[config.mk]
export PLATFORM = sky130hd
export DESIGN_NAME = imem_fetch_buffered
export DESIGN_NICKNAME = d
export VERILOG_FILES = /design/src/rtl/imem_fetch_buffered_pkg.sv /design/src/rtl/imem_fetch_buffered_rsp_fifo.sv /design/src/rtl/imem_fetch_buffered.sv
export SDC_FILE = /design/constraint.sdc
export NUM_CORES = 1
export LEC_CHECK = 0
export CAP_MARGIN = 20
export CORE_UTILIZATION = 45
export CTS_CLUSTER_SIZE = 25
export DETAILED_ROUTE_END_ITERATION = 12
export PLACE_DENSITY = 0.67
export SKIP_LAST_GASP = 1
export SYNTH_ARGS = -nofsm -noshare
export SYNTH_HDL_FRONTEND = slang
export SYNTH_SLANG_ARGS = --single-unit
[constraint.sdc]
create_clock -name clk -period 3.4 [get_ports clk]
set_input_delay 0.85 -clock clk [delete_from_list [all_inputs] [get_ports clk]]
set_output_delay 0.85 -clock clk [all_outputs]
set_load 0.005 [all_outputs]
[src/rtl/imem_fetch_buffered_pkg.sv]
// Shared constants for the buffered instruction memory: NOP word, boot image
// and the big-endian byte-lane helpers.
package imem_pkg;

  localparam logic [31:0] NOP        = 32'h0000_0000;
  localparam int          BOOT_WORDS = 5;

  localparam logic [31:0] BOOT_IMAGE [BOOT_WORDS] = '{
    32'h8C41_000A,  // lw   r1,r2,10
    32'hAC61_0005,  // sw   r1,r3,5
    32'h00A3_1025,  // or   r2,r5,r3
    32'h00C7_0825,  // or   r1,r6,r7
    32'h3061_000A   // andi r1,r3,10
  };

  // Lane 0 is the most significant byte (lowest address).
  function automatic logic [7:0] be_byte(input logic [31:0] word, input logic [1:0] lane);
    logic [7:0] b;
    case (lane)
      2'd0:    b = word[31:24];
      2'd1:    b = word[23:16];
      2'd2:    b = word[15:8];
      default: b = word[7:0];
    endcase
    return b;
  endfunction

  function automatic logic [7:0] boot_byte(input int idx);
    logic [7:0] b;
    logic [2:0] w;
    w = 3'(idx / 4);
    if (idx < BOOT_WORDS * 4) begin
      b = be_byte(BOOT_IMAGE[w], 2'(idx % 4));
    end else begin
      b = 8'h00;
    end
    return b;
  endfunction

endpackage

[src/rtl/imem_fetch_buffered_rsp_fifo.sv]
// Two-entry response FIFO of {pc, instr, fault}. The head lives in dedicated
// registers so the outputs come straight from flops and hold while stalled.
module imem_rsp_fifo #(
  parameter int PC_W = 32
) (
  input  logic            clk,
  input  logic            rst_n,
  input  logic            flush,
  input  logic            push,
  input  logic            pop,
  input  logic [PC_W-1:0] push_pc,
  input  logic [31:0]     push_instr,
  input  logic            push_fault,
  output logic [1:0]      count,
  output logic            head_valid,
  output logic [PC_W-1:0] head_pc,
  output logic [31:0]     head_instr,
  output logic            head_fault
);

  logic [1:0]      count_q, count_d;
  logic            valid_q, valid_d;
  logic [PC_W-1:0] head_pc_q, head_pc_d, tail_pc_q, tail_pc_d;
  logic [31:0]     head_instr_q, head_instr_d, tail_instr_q, tail_instr_d;
  logic            head_fault_q, head_fault_d, tail_fault_q, tail_fault_d;

  // Next-state: the tail shifts into the head on pop, new words land in the
  // first free slot; flush clears everything.
  always_comb begin
    count_d      = count_q;
    head_pc_d    = head_pc_q;
    head_instr_d = head_instr_q;
    head_fault_d = head_fault_q;
    tail_pc_d    = tail_pc_q;
    tail_instr_d = tail_instr_q;
    tail_fault_d = tail_fault_q;
    if (flush) begin
      count_d      = 2'd0;
      head_pc_d    = '0;
      head_instr_d = 32'h0000_0000;
      head_fault_d = 1'b0;
    end else begin
      case ({push, pop})
        2'b10: begin
          if (count_q == 2'd0) begin
            head_pc_d    = push_pc;
            head_instr_d = push_instr;
            head_fault_d = push_fault;
            count_d      = 2'd1;
          end else begin
            tail_pc_d    = push_pc;
            tail_instr_d = push_instr;
            tail_fault_d = push_fault;
            count_d      = 2'd2;
          end
        end
        2'b01: begin
          if (count_q == 2'd2) begin
            head_pc_d    = tail_pc_q;
            head_instr_d = tail_instr_q;
            head_fault_d = tail_fault_q;
          end else begin
            head_pc_d    = head_pc_q;
          end
          count_d = count_q - 2'd1;
        end
        2'b11: begin
          if (count_q == 2'd2) begin
            head_pc_d    = tail_pc_q;
            head_instr_d = tail_instr_q;
            head_fault_d = tail_fault_q;
            tail_pc_d    = push_pc;
            tail_instr_d = push_instr;
            tail_fault_d = push_fault;
          end else begin
            head_pc_d    = push_pc;
            head_instr_d = push_instr;
            head_fault_d = push_fault;
          end
        end
        default: begin
          count_d = count_q;
        end
      endcase
    end
    valid_d = (count_d != 2'd0);
  end

  // State registers.
  always_ff @(posedge clk or negedge rst_n) begin
    if (!rst_n) begin
      count_q      <= 2'd0;
      valid_q      <= 1'b0;
      head_pc_q    <= '0;
      head_instr_q <= 32'h0000_0000;
      head_fault_q <= 1'b0;
      tail_pc_q    <= '0;
      tail_instr_q <= 32'h0000_0000;
      tail_fault_q <= 1'b0;
    end else begin
      count_q      <= count_d;
      valid_q      <= valid_d;
      head_pc_q    <= head_pc_d;
      head_instr_q <= head_instr_d;
      head_fault_q <= head_fault_d;
      tail_pc_q    <= tail_pc_d;
      tail_instr_q <= tail_instr_d;
      tail_fault_q <= tail_fault_d;
    end
  end

  assign count      = count_q;
  assign head_valid = valid_q;
  assign head_pc    = head_pc_q;
  assign head_instr = head_instr_q;
  assign head_fault = head_fault_q;

endmodule

[src/rtl/imem_fetch_buffered.sv]
// Byte-addressed big-endian instruction memory with a 2-entry response buffer
// and a word program port. Define IMEM_PRELOAD_EN to load the boot image on reset.
module imem_fetch_buffered
  import imem_pkg::*;
#(
  parameter int DEPTH_BYTES = 64,
  parameter int PC_W        = 32
) (
  input  logic            clk,
  input  logic            reset,
  input  logic            req_valid,
  output logic            req_ready,
  input  logic [PC_W-1:0] req_pc,
  output logic            rsp_valid,
  input  logic            rsp_ready,
  output logic [31:0]     rsp_instr,
  output logic [PC_W-1:0] rsp_pc,
  output logic            rsp_fault,
  input  logic            flush,
  input  logic            prog_we,
  input  logic [PC_W-1:0] prog_addr,
  input  logic [31:0]     prog_data
);

  localparam int              AW           = $clog2(DEPTH_BYTES);
  localparam logic [PC_W-1:0] LAST_WORD_PC = PC_W'(DEPTH_BYTES - 4);
  localparam logic [PC_W-1:0] LAST_BYTE_PC = PC_W'(DEPTH_BYTES - 1);

  logic [7:0]  mem_q [DEPTH_BYTES];
  logic [7:0]  mem_d [DEPTH_BYTES];
  logic [1:0]  count_s;
  logic        accept_s;
  logic        pop_s;
  logic        fault_s;
  logic        prog_hit_s;
  logic [31:0] rd_instr_s;

  assign req_ready = (count_s < 2'd2) && !flush;
  assign accept_s  = req_valid && req_ready;
  assign pop_s     = rsp_valid && rsp_ready;
  assign fault_s   = (req_pc[1:0] != 2'b00) || (req_pc > LAST_WORD_PC);

  // OR-ing in the ignored low bits makes the range check use the word base.
  assign prog_hit_s = prog_we && ((prog_addr | PC_W'(2'd3)) <= LAST_BYTE_PC);

  // Array read: faulting fetches never touch the array and return a NOP.
  always_comb begin
    if (fault_s) begin
      rd_instr_s = NOP;
    end else begin
      rd_instr_s = {mem_q[{req_pc[AW-1:2], 2'd0}], mem_q[{req_pc[AW-1:2], 2'd1}],
                    mem_q[{req_pc[AW-1:2], 2'd2}], mem_q[{req_pc[AW-1:2], 2'd3}]};
    end
  end

  // Program port: one big-endian word per cycle, writes past the end dropped.
  always_comb begin
    mem_d = mem_q;
    if (prog_hit_s) begin
      mem_d[{prog_addr[AW-1:2], 2'd0}] = be_byte(prog_data, 2'd0);
      mem_d[{prog_addr[AW-1:2], 2'd1}] = be_byte(prog_data, 2'd1);
      mem_d[{prog_addr[AW-1:2], 2'd2}] = be_byte(prog_data, 2'd2);
      mem_d[{prog_addr[AW-1:2], 2'd3}] = be_byte(prog_data, 2'd3);
    end else begin
      mem_d = mem_q;
    end
  end

`ifdef IMEM_PRELOAD_EN
  // Array storage, reloaded with the boot image on reset.
  always_ff @(posedge clk or negedge reset) begin
    if (!reset) begin
      for (int i = 0; i < DEPTH_BYTES; i++) begin
        mem_q[AW'(i)] <= boot_byte(i);
      end
    end else begin
      mem_q <= mem_d;
    end
  end
`else
  // Array storage without reset; contents come only from the program port.
  always_ff @(posedge clk) begin
    mem_q <= mem_d;
  end
`endif

  imem_rsp_fifo #(
    .PC_W(PC_W)
  ) u_rsp_fifo (
    .clk        (clk),
    .rst_n      (reset),
    .flush      (flush),
    .push       (accept_s),
    .pop        (pop_s),
    .push_pc    (req_pc),
    .push_instr (rd_instr_s),
    .push_fault (fault_s),
    .count      (count_s),
    .head_valid (rsp_valid),
    .head_pc    (rsp_pc),
    .head_instr (rsp_instr),
    .head_fault (rsp_fault)
  );

endmodule

==> impl_metrics.csv, run 1 <==
group,metric,value,unit
outcome,outcome,"finished, final reports clean",
floorplanning,die_x,241.3,um
synthesis,synth_edf_count,512,
layout,syn2layout_area_growth,21.09,%
global_routing,grt-ovfl-total,0,
placement,io_buffer_count,166,
clock_tree,path_clk_slew,0.06,ns
power_and_ir_drop,p_per_area,567.8,mW/mm^2
synthesis,synth.ff_latch_count,645,
synthesis,synthCells,1447,
worst_setup_path,critPathLaunchType,"primary input",
placement,gp_congestion,0.7187,
sta,max_slew.worst_pin.slew,0.6484,ns
floorplanning,top_level_ports,169,
sta,maxSlewHeadroom,56.77,%
global_routing,grt_pass1_vias,14620,
worst_setup_path,r2r_cells,8,
worst_setup_path,r2r_end,"u_rsp_fifo.head_instr[3]$_DFFE_PN0P_",
synthesis,yosysSeqAreaShare,72.61,%
sta,worst_slack,0.5642,ns
clock_tree,cts_sinks,645,
worst_setup_path,path_buf_inv,2,
synthesis,synth_area,0.02576,sq mm
synthesis,syn_area_per_cell,17.80,sq um
synthesis,synth_nets,1554,
worst_setup_path,crit_required,2.55,ns
floorplanning,start_util,45.60,%
worst_setup_path,cpPeakStageDelay,0.56,ns
routing,post_drt_wl_per_cell,23.62,um
worst_setup_path,crit_type,"primary input to output pin",
sta,hold_viol_final,0,
sta,fmax,0.3526,GHz
synthesis,synth.distinct_cells,34,
global_routing,antenna_found_initial,0,
routing,drc,0,
sta,finalSetupViolCount,0,
layout,antenna_cells,0,
floorplanning,rows,87,
clock_tree,numCtsBuffers,67,
floorplanning,die_area,0.05820,sq mm
clock_tree,hold_buffers,0,
clock_tree,clockRootBuffer,"clkbuf_16",
synthesis,async_flop_share,20.62,%
clock_tree,clockBufferDepth,3,
clock_tree,clock_latency,0.59,ns
global_routing,use_met1,27.92,%
power_and_ir_drop,p_leak,10.44,nW
routing,firstDrtPassIters,5,
clock_tree,ctsResizeCount,0,
placement,pre_cts_slack,0.003691,ns
worst_setup_path,slowest_stage,"clkdlybuf4s50_1",
synthesis,synthFlopType,"edfxtp_1",
global_routing,met2_usage,34.94,%
worst_setup_path,cp.arrival,1.99,ns
worst_setup_path,timing.rr.start,"u_rsp_fifo.count[1]$_DFF_PN0_",
routing,ant_nets,0,
worst_setup_path,path_cells,"clkdlybuf4s50_1, nor2_1, clkdlybuf4s50_1",
floorplanning,core_area,0.05650,sq mm
power_and_ir_drop,p_total,17.71,mW
layout,drive_gt1_share,20.67,%
clock_tree,cts_setup_buffers,0,
layout,layout_commonest_cell,"edfxtp_1",
sta,period_share,83.41,%
clock_tree,cts_tree,"yes",
synthesis,ys.warnings.count,0,
global_routing,use_met3,3.715,%
global_routing,grt-busiest-layer,"met2",
layout,final_cell_mix,"512 x edfxtp_1, 163 x clkdlybuf4s50_1, 133 x dfrtp_1",
floorplanning,fp.dieH,241.3,um
placement,dp_hpwl,33380,um
layout,post-route-util,55.21,%
layout,finalNonFillerCells,2469,
sta,fin_skew,0.01697,ns
worst_setup_path,critPathTopFamily,"buffers and inverters",
worst_setup_path,ff2ff_setup_slack,0.94,ns
worst_setup_path,cpMostUsedCell,"clkdlybuf4s50_1",
flow_run,cap_violations,0,
routing,finalWirelength,58310,um
sta,period_needed,2.836,ns
worst_setup_path,path_depth,3,
power_and_ir_drop,vdd_ir_drop_max,0.0003338,V
global_routing,grt_max_degree,82,
sta,drv_slew,0,
worst_setup_path,end_kind,"output pin",
hold_path,hold_path.class,"primary input to async pin",
global_routing,track_usage,20.71,%
clock_tree,cts_max_level,3,
routing,drt_iter0_markers,1207,
routing,viasPerCell,5.670,
global_routing,grt_pass1_wl,89000,um
layout,nets,1767,
placement,dpl_cell_area,0.02905,sq mm
routing,vias,14000,
sta,rsz0062_at_grt,"false",
worst_setup_path,cp_max_fo,2,
placement,place_inst,2347,
layout,stdcell_area,0.03119,sq mm
registers in the layout (all words and copies together), names as in the netlist:
register,flops
u_rsp_fifo.tail_pc_q,32
u_rsp_fifo.tail_instr_q,32
u_rsp_fifo.tail_fault_q,1
u_rsp_fifo.head_valid,1
u_rsp_fifo.count,2
u_rsp_fifo.head_fault,1
mem_q,512
u_rsp_fifo.head_pc,32
u_rsp_fifo.head_instr,32
cell usage after synthesis (5+ instances only):
cell	count	area share (%)
edfxtp_1	512	60
dfrtp_1	133	13
and2_1	131	3.2
mux4_2	128	11
nand2_1	70	1.0
a22oi_1	67	2.0
a22o_1	63	2.1
clkbuf_1	59	0.86
nor2_1	47	0.68
o21ai_0	33	0.64
mux2_2	32	1.4
o21ai_1	31	0.60
o31ai_1	31	0.90
nor3_1	18	0.35
nor4_1	14	0.34
buf_1	11	0.16
nor2b_1	10	0.24
buf_2	9	0.17
buf_6	8	0.35
inv_1	7	0.10
nand2b_1	7	0.17
buf_4	6	0.17
ha_1	5	0.24
worst max path at each step:
stage	startpoint	end	slack [ns]
6_report	flush	req_ready	0.56
5_1_grt	flush	u_rsp_fifo.head_instr[3]$_DFFE_PN0P_	0.42
4_1_cts	flush	req_ready	0.55
3_5_place_dp	flush	u_rsp_fifo.head_instr[1]$_DFFE_PN0P_	0.004
3_3_place_gp	flush	u_rsp_fifo.head_instr[23]$_DFFE_PN0P_	0.1
2_1_floorplan	prog_addr[24]	mem_q[160]$_DFFE_PP_	-0.28
cells by family (layout without fill, tap and decap cells):
group	after synthesis	count (layout)	synth area share, %
fa+ha+maj	5	5	0.2429
simple gates	305	305	6.266
buf+inv	100	366	1.821
flops	645	645	72.61
compound gates	231	231	6.436
mux	161	161	12.63
power by group:
part / total (mW) / leakage [nW] / internal, mW / switching [mW]
clock network: 7.15 / 1.05 / 4.23 / 2.92
logic: 1.61 / 3.27 / 0.800 / 0.809
registers: 8.96 / 6.12 / 8.80 / 0.153
total: 17.7 / 10.4 / 13.8 / 3.88
through the flow:
| stage | hold WS, ns | setup TNS, ns |
|---|---|---|
| after floorplan | 0.4494 | -83.59 |
| after global placement | 0.4600 | 0 |
| after detailed placement | 0.4667 | 0 |
| after CTS | 0.2770 | 0 |
| after global routing | 0.3005 | 0 |
| final | 0.2645 | 0 |
layer usage:
metal,up-vias,share of wire (%)
met3,95,6.5
li1,6179,-
met1,7271,42
met2,454,50
met5,-,0
met4,0,1.9
final cells by class:
cell class	count	area, sq um
timing repair buffer	237	2572
multi-input combinational	702	6800
inverter	7	26.28
sequential	645	18700
clock buffer	93	1909
fill	4303	25300
clock inverter	29	236.5
tap	756	945.9
Note: power is estimated with default switching activity, not from simulation.
==> run 2, diff against run 1 <==
--- a/config.mk
+++ b/config.mk
@@ -9,7 +9,7 @@
 export CORE_UTILIZATION = 45
 export CTS_CLUSTER_SIZE = 25
 export DETAILED_ROUTE_END_ITERATION = 12
-export PLACE_DENSITY = 0.67
+export PLACE_DENSITY = 0.7
 export SKIP_LAST_GASP = 1
 export SYNTH_ARGS = -nofsm -noshare
 export SYNTH_HDL_FRONTEND = slang
==> constraint.sdc (replaced) <==
create_clock -name clk -period 2.4 [get_ports clk]
set_input_delay 0.6 -clock clk [delete_from_list [all_inputs] [get_ports clk]]
set_output_delay 0.6 -clock clk [all_outputs]
set_load 0.005 [all_outputs]
==> impl_metrics.csv, run 2 (same netlist as run 1, synthesis figures left out) <==
group,metric,value,unit
outcome,outcome,"finished, final reports clean",
floorplanning,rows,87,
sta,hold-worst-slack,0.4745,ns
layout,final_cell_mix,"512 x edfxtp_1, 162 x clkdlybuf4s50_1, 132 x dfrtp_1",
layout,drive_gt1_share,25.39,%
global_routing,grt_max_degree,57,
worst_setup_path,critPathLaunchType,"flop",
clock_tree,cts_setup_buffers,0,
hold_path,hold_path.class,"flop to flop",
sta,maxSlewHeadroom,42.46,%
worst_setup_path,ff2ff_setup_slack,0.09,ns
routing,wl_met1,25540,um
clock_tree,cts_sinks,645,
placement,place_inst,2427,
sta,max_slew.worst_pin.slew,0.8599,ns
routing,ant_nets,0,
power_and_ir_drop,vdd_ir_drop_max,0.0004767,V
hold_path,min_delay_worst_endpoint,"u_rsp_fifo.head_fault$_DFFE_PN0P_",
routing,finalWirelength,61790,um
layout,finalNonFillerCells,2556,
clock_tree,cts_max_level,3,
layout,fill_cells,4165,
floorplanning,fp.dieH,241.3,um
clock_tree,clockRootBuffer,"clkbuf_16",
worst_setup_path,crit_type,"flop to flop",
routing,drc,0,
placement,gp_congestion,0.7717,
global_routing,grt_pass1_vias,15220,
routing,drt_iter0_markers,1115,
clock_tree,clockBufferDepth,3,
floorplanning,core_area,0.05650,sq mm
routing,viasPerCell,5.675,
sta,rsz0062_at_grt,"true",
floorplanning,die_area,0.05820,sq mm
floorplanning,top_level_ports,169,
routing,firstDrtPassIters,5,
clock_tree,cts_tree,"yes",
layout,nets,1852,
layout,regMostFlops,"mem_q",
layout,post-route-util,57.19,%
routing,post_drt_wl_per_cell,24.18,um
power_and_ir_drop,p_leak,11.01,nW
global_routing,antenna_found_initial,6,
routing,wl_met2,30270,um
worst_setup_path,r2r_end,"u_rsp_fifo.head_instr[23]$_DFFE_PN0P_",
flow_run,cap_violations,0,
clock_tree,clock_latency,0.59,ns
clock_tree,numCtsBuffers,67,
power_and_ir_drop,p_per_area,791.9,mW/mm^2
global_routing,track_usage,22.01,%
global_routing,grt-ovfl-total,0,
routing,route.top_layer_used,"met5",
global_routing,grt_pass1_wl,93870,um
placement,dp_hpwl,38000,um
layout,largest_register_ff_count,512,
worst_setup_path,end_kind,"flop",
hold_path,hold_path_depth,2,
layout,layout_commonest_cell,"edfxtp_1",
sta,worst_slack,0.09404,ns
sta,fin_skew,0.01219,ns
placement,pre_cts_slack,-0.7007,ns
worst_setup_path,crit_required,2.90,ns
routing,wl_met3,4114,um
floorplanning,die_x,241.3,um
sta,hold_viol_final,0,
worst_setup_path,cp.arrival,2.80,ns
worst_setup_path,cp_max_fo,8,
worst_setup_path,timing.rr.start,"u_rsp_fifo.count[1]$_DFF_PN0_",
sta,drv_slew,0,
floorplanning,start_util,45.60,%
worst_setup_path,r2r_cells,10,
sta,finalSetupViolCount,0,
clock_tree,path_clk_slew,0.06,ns
routing,vias,14510,
hold_path,worstHoldStart,"u_rsp_fifo.head_fault$_DFFE_PN0P_",
layout,syn2layout_area_growth,25.42,%
sta,fmax,0.4337,GHz
placement,io_buffer_count,166,
sta,period_needed,2.306,ns
sta,period_share,96.08,%
run 2: cell types whose count changed in the layout (fill, tap and decap cells not counted), moves of 3 or more:
cell / previous run / this run
buf_12: 30 / 55
buf_4: 42 / 95
o21ai_1: 31 / 24
or3b_4: 1 / 4
diode_2: 0 / 4
clkbuf_1: 17 / 13
o21ai_2: 0 / 7
bufinv_16: 4 / 7
run 2: timing repair:
action                                  CTS  global route
endpoints found under the setup margin   32            64
resized for setup                        10            10
hold endpoints to repair                 39             0
pin swaps                                 3             9
hold buffers                              1             0
gates cloned                              3             0
run 2: worst max-delay path, cell delays in order, from the launching register on:
cell and delay (ns):
dfrtp_2 0.44, nor2_4 0.10, and2_4 0.19, inv_2 0.05, ha_4 0.16, nor2b_1 0.12
nor3_1 0.15, buf_4 0.17, nand2b_4 0.10, or3b_4 0.54, o221ai_2 0.19
run 2: final cells by class:
class,count,area (sq um),area share (%)
Sequential cell,645,18700,57.89
Inverter,7,26.28,0.08133
Timing Repair Buffer,319,3511,10.87
Antenna cell,4,10.01,0.03098
Tap cell,756,945.9,2.928
Multi-Input combinational cell,705,6918,21.41
Clock buffer,88,1858,5.751
Clock inverter,32,335.3,1.038
run 2: where the power goes:
group          switching [mW]  leakage, nW  internal [mW]  total, mW
Sequential              0.226         6.12           12.5       12.7
Clock                    4.15         1.08           6.20       10.4
Combinational            1.21         3.81           1.33       2.53
Total                    5.59         11.0           20.0       25.6
run 2: worst max path at each step:
stage / startpoint / end / slack, ns / cells past startpoint
after detailed placement: flush / u_rsp_fifo.head_instr[11]$_DFFE_PN0P_ / -0.70 / 11
after global placement: flush / u_rsp_fifo.head_instr[23]$_DFFE_PN0P_ / -0.65 / 11
after CTS: flush / u_rsp_fifo.head_instr[25]$_DFFE_PN0P_ / -0.005 / 11
after global routing: u_rsp_fifo.count[1]$_DFF_PN0_ / u_rsp_fifo.head_instr[23]$_DFFE_PN0P_ / -0.004 / 10
after floorplan: prog_addr[15] / mem_q[448]$_DFFE_PP_ / -0.85 / 5
final: u_rsp_fifo.count[1]$_DFF_PN0_ / u_rsp_fifo.head_instr[23]$_DFFE_PN0P_ / 0.09 / 10
run 2: per-layer routing:
metal	GRT usage (%)	up-vias
met4	7.461	2
met5	0	-
met2	36.24	560
li1	-	6351
met1	29.59	7469
met3	4.125	123
run 2: through the flow:
stage	instance area, sq um	power (mW)	setup TNS (ns)
floorplan	25920	14.10	-243.53
global placement	29990	15.33	-216.64
detailed placement	29990	15.42	-235.31
CTS	32250	25.76	-0.006477
global route	32300	26.51	-0.004208
finish	32310	25.59	0
==> run 3, diff against run 2 <==
--- a/config.mk
+++ b/config.mk
@@ -11,6 +11,7 @@
 export DETAILED_ROUTE_END_ITERATION = 12
 export PLACE_DENSITY = 0.7
 export SKIP_LAST_GASP = 1
+export SLEW_MARGIN = 20
 export SYNTH_ARGS = -nofsm -noshare
 export SYNTH_HDL_FRONTEND = slang
 export SYNTH_SLANG_ARGS = --single-unit
==> impl_metrics.csv, run 3 (same netlist as run 1, synthesis figures left out) <==
group,metric,value,unit
hold_path,hold_path_depth,2,
routing,firstDrtPassIters,5,
worst_setup_path,end_kind,"flop",
sta,fin_skew,0.01391,ns
worst_setup_path,critPathLaunchType,"flop",
hold_path,hold_path.class,"flop to flop",
routing,vias,14530,
sta,fmax,0.4319,GHz
floorplanning,core_area,0.05650,sq mm
sta,period_share,96.48,%
sta,max_slew.worst_pin.slew,0.8479,ns
layout,drive_gt1_share,25.40,%
routing,ant_nets,0,
global_routing,grt_pass1_wl,93870,um
worst_setup_path,path_cells,"nor2_4, and2_4, inv_2, ha_4, nor2b_1, nor3_1, buf_4, nand2b_4, or3b_4, o221ai_2",
worst_setup_path,cpPeakStageDelay,0.55,ns
placement,gp_congestion,0.7717,
worst_setup_path,slowest_stage,"or3b_4",
placement,pre_cts_slack,-0.7007,ns
sta,hold_viol_final,0,
floorplanning,die_x,241.3,um
placement,dp_hpwl,38000,um
global_routing,track_usage,22.01,%
power_and_ir_drop,p_total,25.59,mW
layout,layout_commonest_cell,"edfxtp_1",
hold_path,min_delay_worst_endpoint,"u_rsp_fifo.head_fault$_DFFE_PN0P_",
global_routing,grt_max_degree,57,
clock_tree,path_clk_slew,0.06,ns
clock_tree,clockRootBuffer,"clkbuf_16",
worst_setup_path,r2r_cells,10,
power_and_ir_drop,p_leak,11.01,nW
routing,wl_met2,30310,um
routing,drc,0,
hold_path,worstHoldStart,"u_rsp_fifo.head_fault$_DFFE_PN0P_",
routing,route.top_layer_used,"met5",
clock_tree,cts_setup_buffers,0,
flow_run,cap_violations,0,
clock_tree,cts_sinks,645,
sta,finalSetupViolCount,0,
clock_tree,cts_max_level,3,
floorplanning,die_area,0.05820,sq mm
sta,drv_slew,0,
floorplanning,start_util,45.60,%
worst_setup_path,cp.arrival,2.81,ns
layout,largest_register_ff_count,512,
routing,wl_met3,4011,um
sta,period_needed,2.316,ns
worst_setup_path,crit_required,2.90,ns
routing,finalWirelength,61870,um
routing,post_drt_wl_per_cell,24.21,um
worst_setup_path,ff2ff_setup_slack,0.08,ns
floorplanning,top_level_ports,169,
global_routing,grt_pass1_vias,15220,
clock_tree,clockBufferDepth,3,
clock_tree,clock_latency,0.59,ns
global_routing,antenna_found_initial,6,
layout,nets,1851,
worst_setup_path,r2r_end,"u_rsp_fifo.head_instr[23]$_DFFE_PN0P_",
floorplanning,rows,87,
worst_setup_path,timing.rr.start,"u_rsp_fifo.count[1]$_DFF_PN0_",
worst_setup_path,critPathTopFamily,"simple AND/OR/NAND/NOR gates",
clock_tree,cts_tree,"yes",
routing,viasPerCell,5.686,
layout,regMostFlops,"mem_q",
layout,syn2layout_area_growth,25.42,%
routing,drt_iter0_markers,1131,
floorplanning,fp.dieH,241.3,um
power_and_ir_drop,vdd_ir_drop_max,0.0004773,V
routing,wl_met1,25670,um
placement,io_buffer_count,166,
power_and_ir_drop,p_per_area,792.1,mW/mm^2
sta,finalSetupTns,0,ns
clock_tree,numCtsBuffers,67,
worst_setup_path,cp_max_fo,8,
outcome,outcome,"finished, final reports clean",
sta,maxSlewHeadroom,43.26,%
worst_setup_path,crit_type,"flop to flop",
global_routing,grt-ovfl-total,0,
sta,rsz0062_at_grt,"true",
worst_setup_path,path_buf_inv,2,
sta,worst_slack,0.08449,ns
layout,final_cell_mix,"512 x edfxtp_1, 162 x clkdlybuf4s50_1, 132 x dfrtp_1",
run 3: worst max path at each step:
stage                                              from                               endpoint  depth (start not counted)
after floorplan                           prog_addr[15]                   mem_q[448]$_DFFE_PP_                          5
after global placement                            flush  u_rsp_fifo.head_instr[23]$_DFFE_PN0P_                         11
after detailed placement                          flush  u_rsp_fifo.head_instr[11]$_DFFE_PN0P_                         11
after CTS                                         flush  u_rsp_fifo.head_instr[25]$_DFFE_PN0P_                         11
after global routing      u_rsp_fifo.count[1]$_DFF_PN0_  u_rsp_fifo.head_instr[23]$_DFFE_PN0P_                         10
final                     u_rsp_fifo.count[1]$_DFF_PN0_  u_rsp_fifo.head_instr[23]$_DFFE_PN0P_                         10
run 3: report_power, final:
part	internal (mW)	total [mW]	switching, mW
registers	12.5	12.7	0.226
clock network	6.20	10.4	4.16
logic	1.33	2.54	1.21
total	20.0	25.6	5.59
run 3: worst reg2reg max path: cells and delay by family, from the launching register on:
family | cells | cell delay (ns)
AO/OA/AOI/OAI | 1 | 0.19
adder cells (fa/ha/maj) | 1 | 0.16
buffers and inverters | 2 | 0.23
flip-flops | 1 | 0.44
AND/OR/NAND/NOR | 6 | 1.21
run 3: what timing repair did:
item,CTS,global route
cloned,3,0
endpoints found under the setup margin,32,64
pin swaps,3,9
resized for setup,10,10
endpoints found under the hold margin,39,0
hold buffers,1,0
run 3: per-stage QoR:
step                      area [sq um]  util [%]  hold WS [ns]  instances
after global routing             32300     57.18        0.5013       2553
after global placement           29990     53.08        0.4602       2427
after floorplan                  25920         -        0.3044       1447
after CTS                        32250     57.09        0.4801       2551
after detailed placement         29990     53.08        0.4666       2427
final                            32310     57.19        0.4744       2555
run 3: final cells by class:
type | count | area (sq um)
fill | 4167 | 24190
sequential | 645 | 18700
multi-input combinational | 705 | 6923
timing repair buffer | 318 | 3506
clock buffer | 88 | 1858
tap | 756 | 945.9
clock inverter | 32 | 335.3
inverter | 7 | 26.28
antenna | 4 | 10.01
run 3: layer usage:
layer  vias to the layer above  global-route usage [%]
met2                       543                   36.24
met5                         -                       0
met3                       122                   4.125
met4                         2                   7.461
met1                      7514                   29.59
li1                       6347                       -
